===== src/rtl/pipeline_hazard_ctrl_pkg.sv =====
// Shared constants for the pipeline hazard controller: state encoding and register indices.
package pipeline_ctrl_pkg;

    localparam int STATE_W = 2;

    localparam logic [STATE_W-1:0] RUN      = 2'd0;
    localparam logic [STATE_W-1:0] MEM_WAIT = 2'd1;
    localparam logic [STATE_W-1:0] DRAIN    = 2'd2;
    localparam logic [STATE_W-1:0] HALTED   = 2'd3;

    // x0 is hardwired to zero, so a load "writing" it never creates a hazard
    localparam logic [4:0] REG_X0 = 5'd0;

endpackage


===== src/rtl/pipeline_hazard_ctrl_if.sv =====
// Pipeline-facing bundle: hazard inputs from the stage registers and the
// write-enable / flush controls driven back into them.
interface pipeline_hazard_ctrl_if;

    logic [4:0] id_rs1;
    logic [4:0] id_rs2;
    logic       id_uses_rs2;
    logic [4:0] ex_rd;
    logic       ex_mem_read;
    logic       mem_branch_taken;
    logic       dmem_req;
    logic       dmem_ready;
    logic       halt_req;

    logic       pc_write;
    logic       ifid_write;
    logic       ifid_flush;
    logic       idex_bubble;
    logic       exmem_flush;
    logic       pipe_hold;

    // pipeline datapath side
    modport master (
        output id_rs1, id_rs2, id_uses_rs2, ex_rd, ex_mem_read,
               mem_branch_taken, dmem_req, dmem_ready, halt_req,
        input  pc_write, ifid_write, ifid_flush, idex_bubble, exmem_flush, pipe_hold
    );

    // hazard controller side
    modport slave (
        input  id_rs1, id_rs2, id_uses_rs2, ex_rd, ex_mem_read,
               mem_branch_taken, dmem_req, dmem_ready, halt_req,
        output pc_write, ifid_write, ifid_flush, idex_bubble, exmem_flush, pipe_hold
    );

endinterface


===== src/rtl/pipeline_hazard_ctrl_load_use_detect.sv =====
// Load-use detector: the ID instruction needs a register the EX-stage load has not fetched yet.
module load_use_detect
    import pipeline_ctrl_pkg::*;
(
    input  logic [4:0] id_rs1,
    input  logic [4:0] id_rs2,
    input  logic       id_uses_rs2,
    input  logic [4:0] ex_rd,
    input  logic       ex_mem_read,
    output logic       hazard
);

    // rs2 only matters when the instruction actually reads it (I/U/J types carry immediate bits there)
    always_comb begin
        hazard = ex_mem_read && (ex_rd != REG_X0) &&
                 ((ex_rd == id_rs1) || (id_uses_rs2 && (ex_rd == id_rs2)));
    end

endmodule


===== src/rtl/pipeline_hazard_ctrl.sv =====
// Stall/flush sequencer for the 5-stage pipeline: memory hold, branch flush,
// halt/drain and load-use bubbles, with saturating event counters.
module pipeline_hazard_ctrl
    import pipeline_ctrl_pkg::*;
#(
    parameter int DRAIN_CYCLES = 4,
    parameter int MEM_TIMEOUT  = 16,
    parameter int CNT_W        = 32
) (
    input  logic                clk,
    input  logic                reset,
    pipeline_hazard_ctrl_if.slave hz,
    output logic                halted,
    output logic                mem_err,
    output logic [STATE_W-1:0]  state,
    output logic [CNT_W-1:0]    stall_cnt,
    output logic [CNT_W-1:0]    wait_cnt,
    output logic [CNT_W-1:0]    flush_cnt
);

    localparam int DW = $clog2(DRAIN_CYCLES + 1);
    localparam int TW = $clog2(MEM_TIMEOUT + 1);
    localparam logic [DW-1:0] DRAIN_LAST = DW'(DRAIN_CYCLES - 1);
    localparam logic [TW-1:0] TMO_LAST   = TW'(MEM_TIMEOUT - 1);

    logic [DW-1:0] drain_cnt;
    logic [TW-1:0] tmo_cnt;
    logic          hazard;
    logic          run_like, hold, do_flush, do_halt, do_stall, tmo_hit;

    function automatic logic [CNT_W-1:0] sat_inc(input logic [CNT_W-1:0] v);
        return (&v) ? v : v + 1'b1;
    endfunction

    load_use_detect u_lud (
        .id_rs1      (hz.id_rs1),
        .id_rs2      (hz.id_rs2),
        .id_uses_rs2 (hz.id_uses_rs2),
        .ex_rd       (hz.ex_rd),
        .ex_mem_read (hz.ex_mem_read),
        .hazard      (hazard)
    );

    // Decide this cycle's action; MEM_WAIT without a hold is the release cycle and behaves like RUN
    always_comb begin
        run_like = (state == RUN) || (state == MEM_WAIT);
        hold     = hz.dmem_req && !hz.dmem_ready && (state != HALTED);
        do_flush = run_like && !hold && hz.mem_branch_taken;
        do_halt  = run_like && !hold && !hz.mem_branch_taken && hz.halt_req;
        do_stall = run_like && !hold && !hz.mem_branch_taken && !hz.halt_req && hazard;
        tmo_hit  = hold && (tmo_cnt == TMO_LAST);
    end

    // Stage controls, highest-priority condition wins
    always_comb begin
        hz.pc_write    = 1'b1;
        hz.ifid_write  = 1'b1;
        hz.ifid_flush  = 1'b0;
        hz.idex_bubble = 1'b0;
        hz.exmem_flush = 1'b0;
        hz.pipe_hold   = 1'b0;
        if (reset || state == HALTED) begin
            hz.pc_write    = 1'b0;
            hz.ifid_write  = 1'b0;
            hz.ifid_flush  = 1'b1;
            hz.idex_bubble = 1'b1;
            hz.exmem_flush = 1'b1;
        end else if (hold) begin
            hz.pc_write   = 1'b0;
            hz.ifid_write = 1'b0;
            hz.pipe_hold  = 1'b1;
        end else if (state == DRAIN) begin
            hz.pc_write   = 1'b0;
            hz.ifid_flush = 1'b1;
        end else if (do_flush) begin
            hz.ifid_flush  = 1'b1;
            hz.idex_bubble = 1'b1;
            hz.exmem_flush = 1'b1;
        end else if (do_stall) begin
            hz.pc_write    = 1'b0;
            hz.ifid_write  = 1'b0;
            hz.idex_bubble = 1'b1;
        end
    end

    assign halted = (state == HALTED);

    // State, drain/timeout counters, sticky error and event counters
    always_ff @(posedge clk) begin
        if (reset) begin
            state     <= RUN;
            drain_cnt <= '0;
            tmo_cnt   <= '0;
            mem_err   <= 1'b0;
            stall_cnt <= '0;
            wait_cnt  <= '0;
            flush_cnt <= '0;
        end else begin
            tmo_cnt <= hold ? tmo_cnt + 1'b1 : '0;
            if (hold) begin
                wait_cnt <= sat_inc(wait_cnt);
                if (tmo_hit) begin
                    mem_err <= 1'b1;
                    state   <= HALTED;
                end else if (state == RUN) begin
                    state <= MEM_WAIT;
                end
                // DRAIN keeps its state and frozen drain count
            end else begin
                case (state)
                    DRAIN: begin
                        if (drain_cnt == DRAIN_LAST) state <= HALTED;
                        else                         drain_cnt <= drain_cnt + 1'b1;
                    end
                    RUN, MEM_WAIT: begin
                        state <= RUN;
                        if (do_flush) begin
                            flush_cnt <= sat_inc(flush_cnt);
                        end else if (do_halt) begin
                            state     <= DRAIN;
                            drain_cnt <= '0;
                        end else if (do_stall) begin
                            stall_cnt <= sat_inc(stall_cnt);
                        end
                    end
                    default: ;
                endcase
            end
        end
    end

endmodule

===== src/flat_wrapper.sv =====
// flat-port wrapper written by rule: the top's interface ports become plain ports
module pipeline_hazard_ctrl_flat import pipeline_ctrl_pkg::*;
#(
    parameter int DRAIN_CYCLES = 4,
    parameter int MEM_TIMEOUT  = 16,
    parameter int CNT_W        = 32
)
  (clk, reset, halted, mem_err, state, stall_cnt, wait_cnt, flush_cnt, hz_id_rs1, hz_id_rs2, hz_id_uses_rs2, hz_ex_rd, hz_ex_mem_read, hz_mem_branch_taken, hz_dmem_req, hz_dmem_ready, hz_halt_req, hz_pc_write, hz_ifid_write, hz_ifid_flush, hz_idex_bubble, hz_exmem_flush, hz_pipe_hold);
  pipeline_hazard_ctrl_if hz_i ();
  input  logic clk;
  input  logic reset;
  output logic halted;
  output logic mem_err;
  output logic [STATE_W-1:0] state;
  output logic [CNT_W-1:0] stall_cnt;
  output logic [CNT_W-1:0] wait_cnt;
  output logic [CNT_W-1:0] flush_cnt;
  input wire logic [$bits(hz_i.id_rs1)-1:0] hz_id_rs1;
  input wire logic [$bits(hz_i.id_rs2)-1:0] hz_id_rs2;
  input wire logic [$bits(hz_i.id_uses_rs2)-1:0] hz_id_uses_rs2;
  input wire logic [$bits(hz_i.ex_rd)-1:0] hz_ex_rd;
  input wire logic [$bits(hz_i.ex_mem_read)-1:0] hz_ex_mem_read;
  input wire logic [$bits(hz_i.mem_branch_taken)-1:0] hz_mem_branch_taken;
  input wire logic [$bits(hz_i.dmem_req)-1:0] hz_dmem_req;
  input wire logic [$bits(hz_i.dmem_ready)-1:0] hz_dmem_ready;
  input wire logic [$bits(hz_i.halt_req)-1:0] hz_halt_req;
  output wire logic [$bits(hz_i.pc_write)-1:0] hz_pc_write;
  output wire logic [$bits(hz_i.ifid_write)-1:0] hz_ifid_write;
  output wire logic [$bits(hz_i.ifid_flush)-1:0] hz_ifid_flush;
  output wire logic [$bits(hz_i.idex_bubble)-1:0] hz_idex_bubble;
  output wire logic [$bits(hz_i.exmem_flush)-1:0] hz_exmem_flush;
  output wire logic [$bits(hz_i.pipe_hold)-1:0] hz_pipe_hold;
  assign hz_i.id_rs1 = hz_id_rs1;
  assign hz_i.id_rs2 = hz_id_rs2;
  assign hz_i.id_uses_rs2 = hz_id_uses_rs2;
  assign hz_i.ex_rd = hz_ex_rd;
  assign hz_i.ex_mem_read = hz_ex_mem_read;
  assign hz_i.mem_branch_taken = hz_mem_branch_taken;
  assign hz_i.dmem_req = hz_dmem_req;
  assign hz_i.dmem_ready = hz_dmem_ready;
  assign hz_i.halt_req = hz_halt_req;
  assign hz_pc_write = hz_i.pc_write;
  assign hz_ifid_write = hz_i.ifid_write;
  assign hz_ifid_flush = hz_i.ifid_flush;
  assign hz_idex_bubble = hz_i.idex_bubble;
  assign hz_exmem_flush = hz_i.exmem_flush;
  assign hz_pipe_hold = hz_i.pipe_hold;
  pipeline_hazard_ctrl #(.DRAIN_CYCLES(DRAIN_CYCLES), .MEM_TIMEOUT(MEM_TIMEOUT), .CNT_W(CNT_W)) u_core (.clk(clk), .reset(reset), .hz(hz_i), .halted(halted), .mem_err(mem_err), .state(state), .stall_cnt(stall_cnt), .wait_cnt(wait_cnt), .flush_cnt(flush_cnt));
endmodule

===== config.mk =====
export PLATFORM = sky130hd
export DESIGN_NAME = pipeline_hazard_ctrl_flat
export DESIGN_NICKNAME = d
export VERILOG_FILES = /design/src/rtl/pipeline_hazard_ctrl_pkg.sv /design/src/rtl/pipeline_hazard_ctrl_if.sv /design/src/rtl/pipeline_hazard_ctrl_load_use_detect.sv /design/src/rtl/pipeline_hazard_ctrl.sv /design/src/flat_wrapper.sv
export SDC_FILE = /design/constraint.sdc
export NUM_CORES = 1
export LEC_CHECK = 0
export CAP_MARGIN = 20
export CELL_PAD_IN_SITES_DETAIL_PLACEMENT = 0
export CELL_PAD_IN_SITES_GLOBAL_PLACEMENT = 2
export CORE_MARGIN = 1
export CORE_UTILIZATION = 31
export CTS_BUF_LIST = sky130_fd_sc_hd__clkbuf_8 sky130_fd_sc_hd__clkbuf_16
export CTS_CLUSTER_DIAMETER = 40
export DETAILED_ROUTE_END_ITERATION = 6
export PLACE_DENSITY_LB_ADDON = 0.1
export SETUP_SLACK_MARGIN = 0.2
export SYNTH_ARGS = -nofsm -noshare
export SYNTH_HDL_FRONTEND = slang
export SYNTH_HIERARCHICAL = 1
export SYNTH_SLANG_ARGS = --single-unit

===== constraint.sdc =====
create_clock -name clk -period 5.5 [get_ports clk]
set_input_delay 1.1 -clock clk [delete_from_list [all_inputs] [get_ports clk]]
set_output_delay 1.1 -clock clk [all_outputs]
set_load 0.05 [all_outputs]

==> metrics.md, run 1 <==
| Metric | Value |
|---|---|
| Status | finished clean |
| Commonest non-fill, non-tap cell in the layout | clkdlybuf4s50_1 |
| Cell Area, Placed | 7010 sq um |
| Initial drt markers | 274 |
| Clock Path Buffers | 2 |
| Crit Path Max Fanout | 3 |
| Vias/cell | 5.50 |
| Leak Pwr | 2.24 nW |
| Post-CTS Resized | 0 |
| Cells after DPL | 999 |
| Clk network pwr share | 44.1% |
| Number of H-tree levels | 3 |
| Largest net degree at the start of global routing | 83 |
| DP HPWL | 11100 um |
| RSZ-0062 raised after global routing | no |
| Synth cell types | 56 |
| Int Pwr | 1.23 mW |
| Die width | 136 um |
| Synth Area in XOR/XNOR | 2.98% |
| Final Wtd Congestion | 0.834 |
| Final Core Density | 42.2% |
| Clock sinks | 107 |
| Final antenna diode count | 0 |
| Num rows | 48 |
| Drt drc | 0 |
| Synth Area in Adders | 1.57% |
| Worst Tran Pin Value | 0.926 ns |
| Largest family of logic cells by synthesized area | simple AND/OR/NAND/NOR gates |
| Layout cells sized above 1 | 5.31% |
| Final hold vios | 0 |
| Logic pwr share | 6.8% |
| Syn Area/Cell | 8.27 sq um |
| Post-CTS Repair Setup Buffers | 0 |
| # hold bufs at CTS | 0 |
| Total grt overflow | 0 |
| WP data arrival | 3.87 ns |
| Final Cycle Share | 90.3% |
| # nets final | 816 |
| Yosys warnings | 6 |
| #FFs+latches synth | 107 |
| Cell count after synthesis | 675 |
| Root Driver | clkbuf_16 |
| First-pass GRT wire length | 25700 um |
| Minimum clock period after layout | 4.97 ns |
| Max-Cap Viols | 0 |
| Worst Hold Class | flop to flop |
| Final Setup Violations | 0 |
| Compound-gate portion of the synthesized area | 19.2% |
| Sw Share | 23.3% |
| CTS tree | yes |
| M3 GR Usage | 4.51% |
| Number of nets with antenna violations after routing | 0 |
| Dominant synthesized flop cell | dfxtp_1 |
| Worst Hold Depth | 1 |
| Vias post-DR | 5590 |
| Met1 usage | 22.6% |
| Synth Net Count | 705 |
| Slew Limit Headroom | 38.3% |
| Number of global-route vias before repair | 5008 |
| F_max | 201 MHz |
| Net Sw Power | 0.373 mW |
| Inserted Clock Buffers | 9 |
| EDFF count, synth | 0 |
| Crit path launch type | input port |
| Fin cells | 1016 |
| Die ar. | 18500 sq um |
| Final WS setup | 0.532 ns |
| Initial antenna violation count | 0 |
| Sequential area share after synthesis | 38.4% |
| Worst skew pair latency | 0.36 ns |
| Wire per inst | 15.8 um |
| Port bufs | 128 |
| Synth Area in Simple Gates | 32.0% |
| Most frequent cells in the layout | clkdlybuf4s50_1 (127), dfxtp_1 (107), a21oi_1 (84) |
| Setup Total Neg Slack | 0 ns |
| Io pins | 129 |
| Seq pwr share | 49.0% |
| Asr flop ratio synth | 0% |
| Clock skew | 0.00740 ns |
| Drt total wl | 16000 um |
| Area grow syn2layout | 31.6% |
| Met2 Use GR | 28.2% |
| Final Max Slew Viols | 0 |
| Post-route cell area | 7340 sq um |
| Reg2reg path depth | 5 |
| Tot GR Track Use | 17.5% |
| Clk pin slew, worst setup/hold paths | 0.07 ns |
| PwrDens | 218 nW/um^2 |
| Die H | 136 um |
| CP required | 4.40 ns |
| Endpoint class of the critical path | output pin |
| Total iterations of the first detailed-routing run | 4 |
| Place WS | 0.435 ns |
| Mux share of post-synthesis cell area | 1.59% |
| VDD IR max | 0.146 mV |
| Classification of the worst setup path | input port to output pin |
| Initial Util | 32.0% |
| Most used routing layer | met2 |
| Core area | 17400 sq um |
| Synthesized cell area | 5580 sq um |
| Fill count | 1797 |
==> metal layers <==
| layer | vias to the layer above | share of wire (%) |
|---|---|---|
| li1 | 2790 | - |
| met1 | 2668 | 46 |
| met2 | 119 | 47 |
| met3 | 13 | 5.5 |
| met4 | 0 | 1.1 |
| met5 | - | 0 |
==> final cells by class <==
class	count	area, sq um	share of cell area [%]
clock inverter	6	81.3	1.11
inverter	22	82.6	1.12
multi-input combinational	513	3200	43.5
sequential	107	2140	29.2
tap	225	282	3.83
timing repair buffer	133	1320	18.0
clock buffer	10	239	3.25
==> stage by stage <==
stage,total power [mW],hold slack [ns]
global placement,0.911,0.429
global route,1.67,0.507
detailed placement,0.913,0.452
finish,1.60,0.459
CTS,1.63,0.463
floorplan,0.866,0.418
==> path summary, 6_finish.rpt <==
check / from / to / slack, ns
worst max-delay path: hz_ex_rd[0] / hz_idex_bubble / 0.53
worst min-delay path: u_core/tmo_cnt[0]$_SDFF_PP0_ / u_core/tmo_cnt[0]$_SDFF_PP0_ / 0.46
worst max register to register: u_core/flush_cnt[8]$_SDFFE_PP0P_ / u_core/flush_cnt[17]$_SDFFE_PP0P_ / 2.74
worst min register to register: u_core/tmo_cnt[0]$_SDFF_PP0_ / u_core/tmo_cnt[0]$_SDFF_PP0_ / 0.46
==> sequential cells by signal, summed over array words and instances, names as in the netlist <==
name and count:
u_core/drain_cnt 3, u_core/flush_cnt 32, u_core/mem_err 1, u_core/stall_cnt 32
u_core/state 2, u_core/tmo_cnt 5, u_core/wait_cnt 32
==> synth_stat cells (3+ instances only) <==
library cell	n	area, sq um
nand4_1	22	138
clkbuf_1	22	82.6
o21ai_0	26	130
nor4_1	5	31.3
xnor2_1	9	78.8
dfxtp_1	107	2140
or4_1	46	345
buf_2	6	30.0
nor3_1	10	50.1
nor2_1	38	143
and2_1	4	25.0
o31ai_1	42	315
ha_1	7	87.6
a21oi_1	84	420
nand2_1	36	135
and3_1	11	68.8
mux2_1	3	33.8
xor2_1	10	87.6
inv_1	22	82.6
nor2b_1	8	50.1
nand2b_1	5	31.3
or3_1	34	213
or2_2	6	37.5
and4_1	10	87.6
nand3_1	48	240
mux2_2	4	45.0
o21ai_1	12	60.1
==> kinds of logic (layout without fill, tap and decap cells) <==
logic type | Yosys count | count (layout)
and+or+nand+nor | 300 | 300
AOI/OAI and AO/OA | 179 | 179
DFF | 107 | 107
buffers and inverters | 55 | 171
xor gates and xnor gates | 19 | 19
muxes | 8 | 8
adders and majority gates | 7 | 7
==> worst max-delay path, stage by stage <==
cell and delay, ns:
clkdlybuf4s50_1 0.48, xor2_1 0.21, nor4_2 0.26, nand3_1 0.10, a21oi_1 0.23, nor3b_1 0.38, nand3_1 0.19, nand2_1 0.12
clkdlybuf4s50_1 0.80
==> power groups by stage <==
stage / clock network [mW] / registers, mW / logic (mW)
CTS: 0.737 / 0.784 / 0.110
floorplan: 0 / 0.811 / 0.0545
detailed placement: 0 / 0.803 / 0.110
finish: 0.706 / 0.784 / 0.109
global route: 0.764 / 0.785 / 0.118
global placement: 0 / 0.803 / 0.109
No activity file was read; power rests on OpenSTA's default activity.
==> inputs of run 2 (changes only) <==
CTS_CLUSTER_SIZE = 40   (was default)
GPL_TIMING_DRIVEN = 0   (was default)
==> metrics.md, run 2 (same netlist as run 1, synthesis figures left out) <==
| Metric | Value |
|---|---|
| Largest net degree at the start of global routing | 16 (was 83) |
| Post-CTS Repair Setup Buffers | 0 (unchanged) |
| Max stage delay cell, worst path | clkdlybuf4s50_1 (unchanged) |
| Initial antenna violation count | 0 (unchanged) |
| Final Wtd Congestion | 0.831 (was 0.834) |
| Cell Chain, Critical Path | clkdlybuf4s50_1, xor2_1, nor4_2, nand3_1, a21oi_1, nor3b_1, nand3_1, nand2_1, clkdlybuf4s50_1 (unchanged) |
| Largest regs | u_core/flush_cnt x32, u_core/stall_cnt x32, u_core/wait_cnt x32 (unchanged) |
| Classification of the worst setup path | input port to output pin (unchanged) |
| Total iterations of the first detailed-routing run | 5 (was 4) |
| Max-Cap Viols | 0 (unchanged) |
| Final Setup Violations | 0 (unchanged) |
| Clk pin slew, worst setup/hold paths | 0.07 ns (about the same) |
| WP data arrival | 3.95 ns (was 3.87 ns) |
| # hold bufs at CTS | 0 (unchanged) |
| Drt total wl | 17800 um (was 16000 um) |
| Number of H-tree levels | 3 (unchanged) |
| Worst path bufs/invs | 2 (unchanged) |
| Die width | 136 um (unchanged) |
| Slew Limit Headroom | 33.7% (was 38.3%) |
| Clock Path Buffers | 2 (unchanged) |
| Total grt overflow | 0 (unchanged) |
| Commonest non-fill, non-tap cell in the layout | clkdlybuf4s50_1 (unchanged) |
| Final Cycle Share | 91.9% (was 90.3%) |
| Tot Pwr | 1.55 mW (was 1.60 mW) |
| Worst Hold Class | flop to flop (unchanged) |
| Top cell family by delay on the critical path | buffers and inverters (unchanged) |
| Final hold vios | 0 (unchanged) |
| Clock skew | 0.00733 ns (was 0.00740 ns) |
| CP max stage delay | 0.81 ns (was 0.80 ns) |
| Vias post-DR | 5748 (was 5590) |
| Most frequent cells in the layout | clkdlybuf4s50_1 (127), dfxtp_1 (107), a21oi_1 (84) (unchanged) |
| Area grow syn2layout | 33.1% (was 31.6%) |
| Number of nets with antenna violations after routing | 0 (unchanged) |
| Leak Pwr | 2.27 nW (was 2.24 nW) |
| Die H | 136 um (unchanged) |
| Root Driver | clkbuf_16 (unchanged) |
| Final Max Slew Viols | 0 (unchanged) |
| Wire per inst | 17.1 um (was 15.8 um) |
| F_max | 198 MHz (was 201 MHz) |
| Worst skew pair latency | 0.36 ns (about the same) |
| CTS tree | yes (unchanged) |
| First-pass GRT wire length | 27700 um (was 25700 um) |
| Minimum clock period after layout | 5.05 ns (was 4.97 ns) |
| Tot GR Track Use | 19.3% (was 17.5%) |
| VDD IR max | 0.156 mV (was 0.146 mV) |
| Endpoint class of the critical path | output pin (unchanged) |
| Status | finished clean (unchanged) |
| DP HPWL | 12900 um (was 11100 um) |
| Setup Total Neg Slack | 0 ns (unchanged) |
| Drt drc | 0 (unchanged) |
| Final antenna diode count | 0 (unchanged) |
| Number of global-route vias before repair | 5196 (was 5008) |
| Crit Path Max Fanout | 3 (unchanged) |
| Clock sinks | 107 (unchanged) |
| Core area | 17400 sq um (unchanged) |
| Num rows | 48 (unchanged) |
| Die ar. | 18500 sq um (unchanged) |
| Worst Tran Pin Value | 0.986 ns (was 0.926 ns) |
| PwrDens | 209 nW/um^2 (was 218 nW/um^2) |
| Initial Util | 32.0% (unchanged) |
| Initial drt markers | 335 (was 274) |
| Layout cells sized above 1 | 5.63% (was 5.31%) |
| Fill count | 1759 (was 1797) |
| Io pins | 129 (unchanged) |
| Crit path launch type | input port (unchanged) |
| RSZ-0062 raised after global routing | no (unchanged) |
| Vias/cell | 5.52 (was 5.50) |
| Port bufs | 128 (unchanged) |
| CP required | 4.40 ns (about the same) |
| # nets final | 844 (was 816) |
| Inserted Clock Buffers | 9 (unchanged) |
run 2: cell types whose count changed in the layout (fill, tap and decap cells not counted), sizes merged:
cell / before / now
clkinvlp: 0 / 1
bufinv: 2 / 0
inv: 24 / 22
dlygate4sd2: 0 / 1
clkinv: 2 / 0
clkbuf: 10 / 36
buf: 6 / 10
run 2: worst reg2reg max path: cells and delay by family (launching register included):
family | cells | cell delay [ns]
buffers and inverters | 3 | 0.89
muxes | 1 | 0.37
and+or+nand+nor | 3 | 0.92
DFF | 1 | 0.40
run 2: what timing repair did:
action,in CTS,in global routing
gates resized for setup,1,0
endpoints found under the hold margin,0,0
setup endpoints to repair,1,0
run 2: worst paths after layout:
check,slack [ns],endpoint,start,depth (start not counted)
worst max-delay path,0.45,hz_idex_bubble,hz_ex_rd[0],9
worst max register to register,2.80,u_core/stall_cnt[23]$_SDFFE_PP0P_,u_core/state[1]$_SDFFE_PP0P_,7
worst min register to register,0.46,u_core/tmo_cnt[0]$_SDFF_PP0_,u_core/tmo_cnt[0]$_SDFF_PP0_,1
worst min-delay path,0.46,u_core/tmo_cnt[0]$_SDFF_PP0_,u_core/tmo_cnt[0]$_SDFF_PP0_,1
run 2: cell type report:
class / count / area (sq um) / share of cell area [%]
clock inverter: 1 / 7.51 / 0.101
multi-input combinational: 513 / 3200 / 43.0
inverter: 22 / 82.6 / 1.11
sequential: 107 / 2140 / 28.8
timing repair buffer: 128 / 1280 / 17.2
tap: 225 / 282 / 3.79
buffer: 33 / 159 / 2.14
clock buffer: 13 / 280 / 3.77
run 2: layer usage:
metal	share of wire [%]	GRT usage (%)	vias to the layer above
met2	46	31.0	165
met3	5.5	4.10	16
met5	0	0	-
met1	47	25.5	2725
met4	1.6	6.30	0
li1	-	-	2842
run 2: power breakdown:
group,internal [mW],switching (mW)
clock,0.353,0.300
combinational,0.0405,0.0753
sequential,0.778,0.00601
run 2: per-stage QoR:
step,hold WS [ns],cell area [sq um],setup slack [ns],util (%),cells
detailed placement,0.451,7140,0.160,41.0,1028
CTS,0.467,7430,0.369,42.7,1042
floorplan,0.418,5580,1.04,-,675
finish,0.462,7430,0.446,42.7,1042
global route,0.479,7430,0.256,42.7,1042
global placement,0.429,7140,0.197,41.0,1028
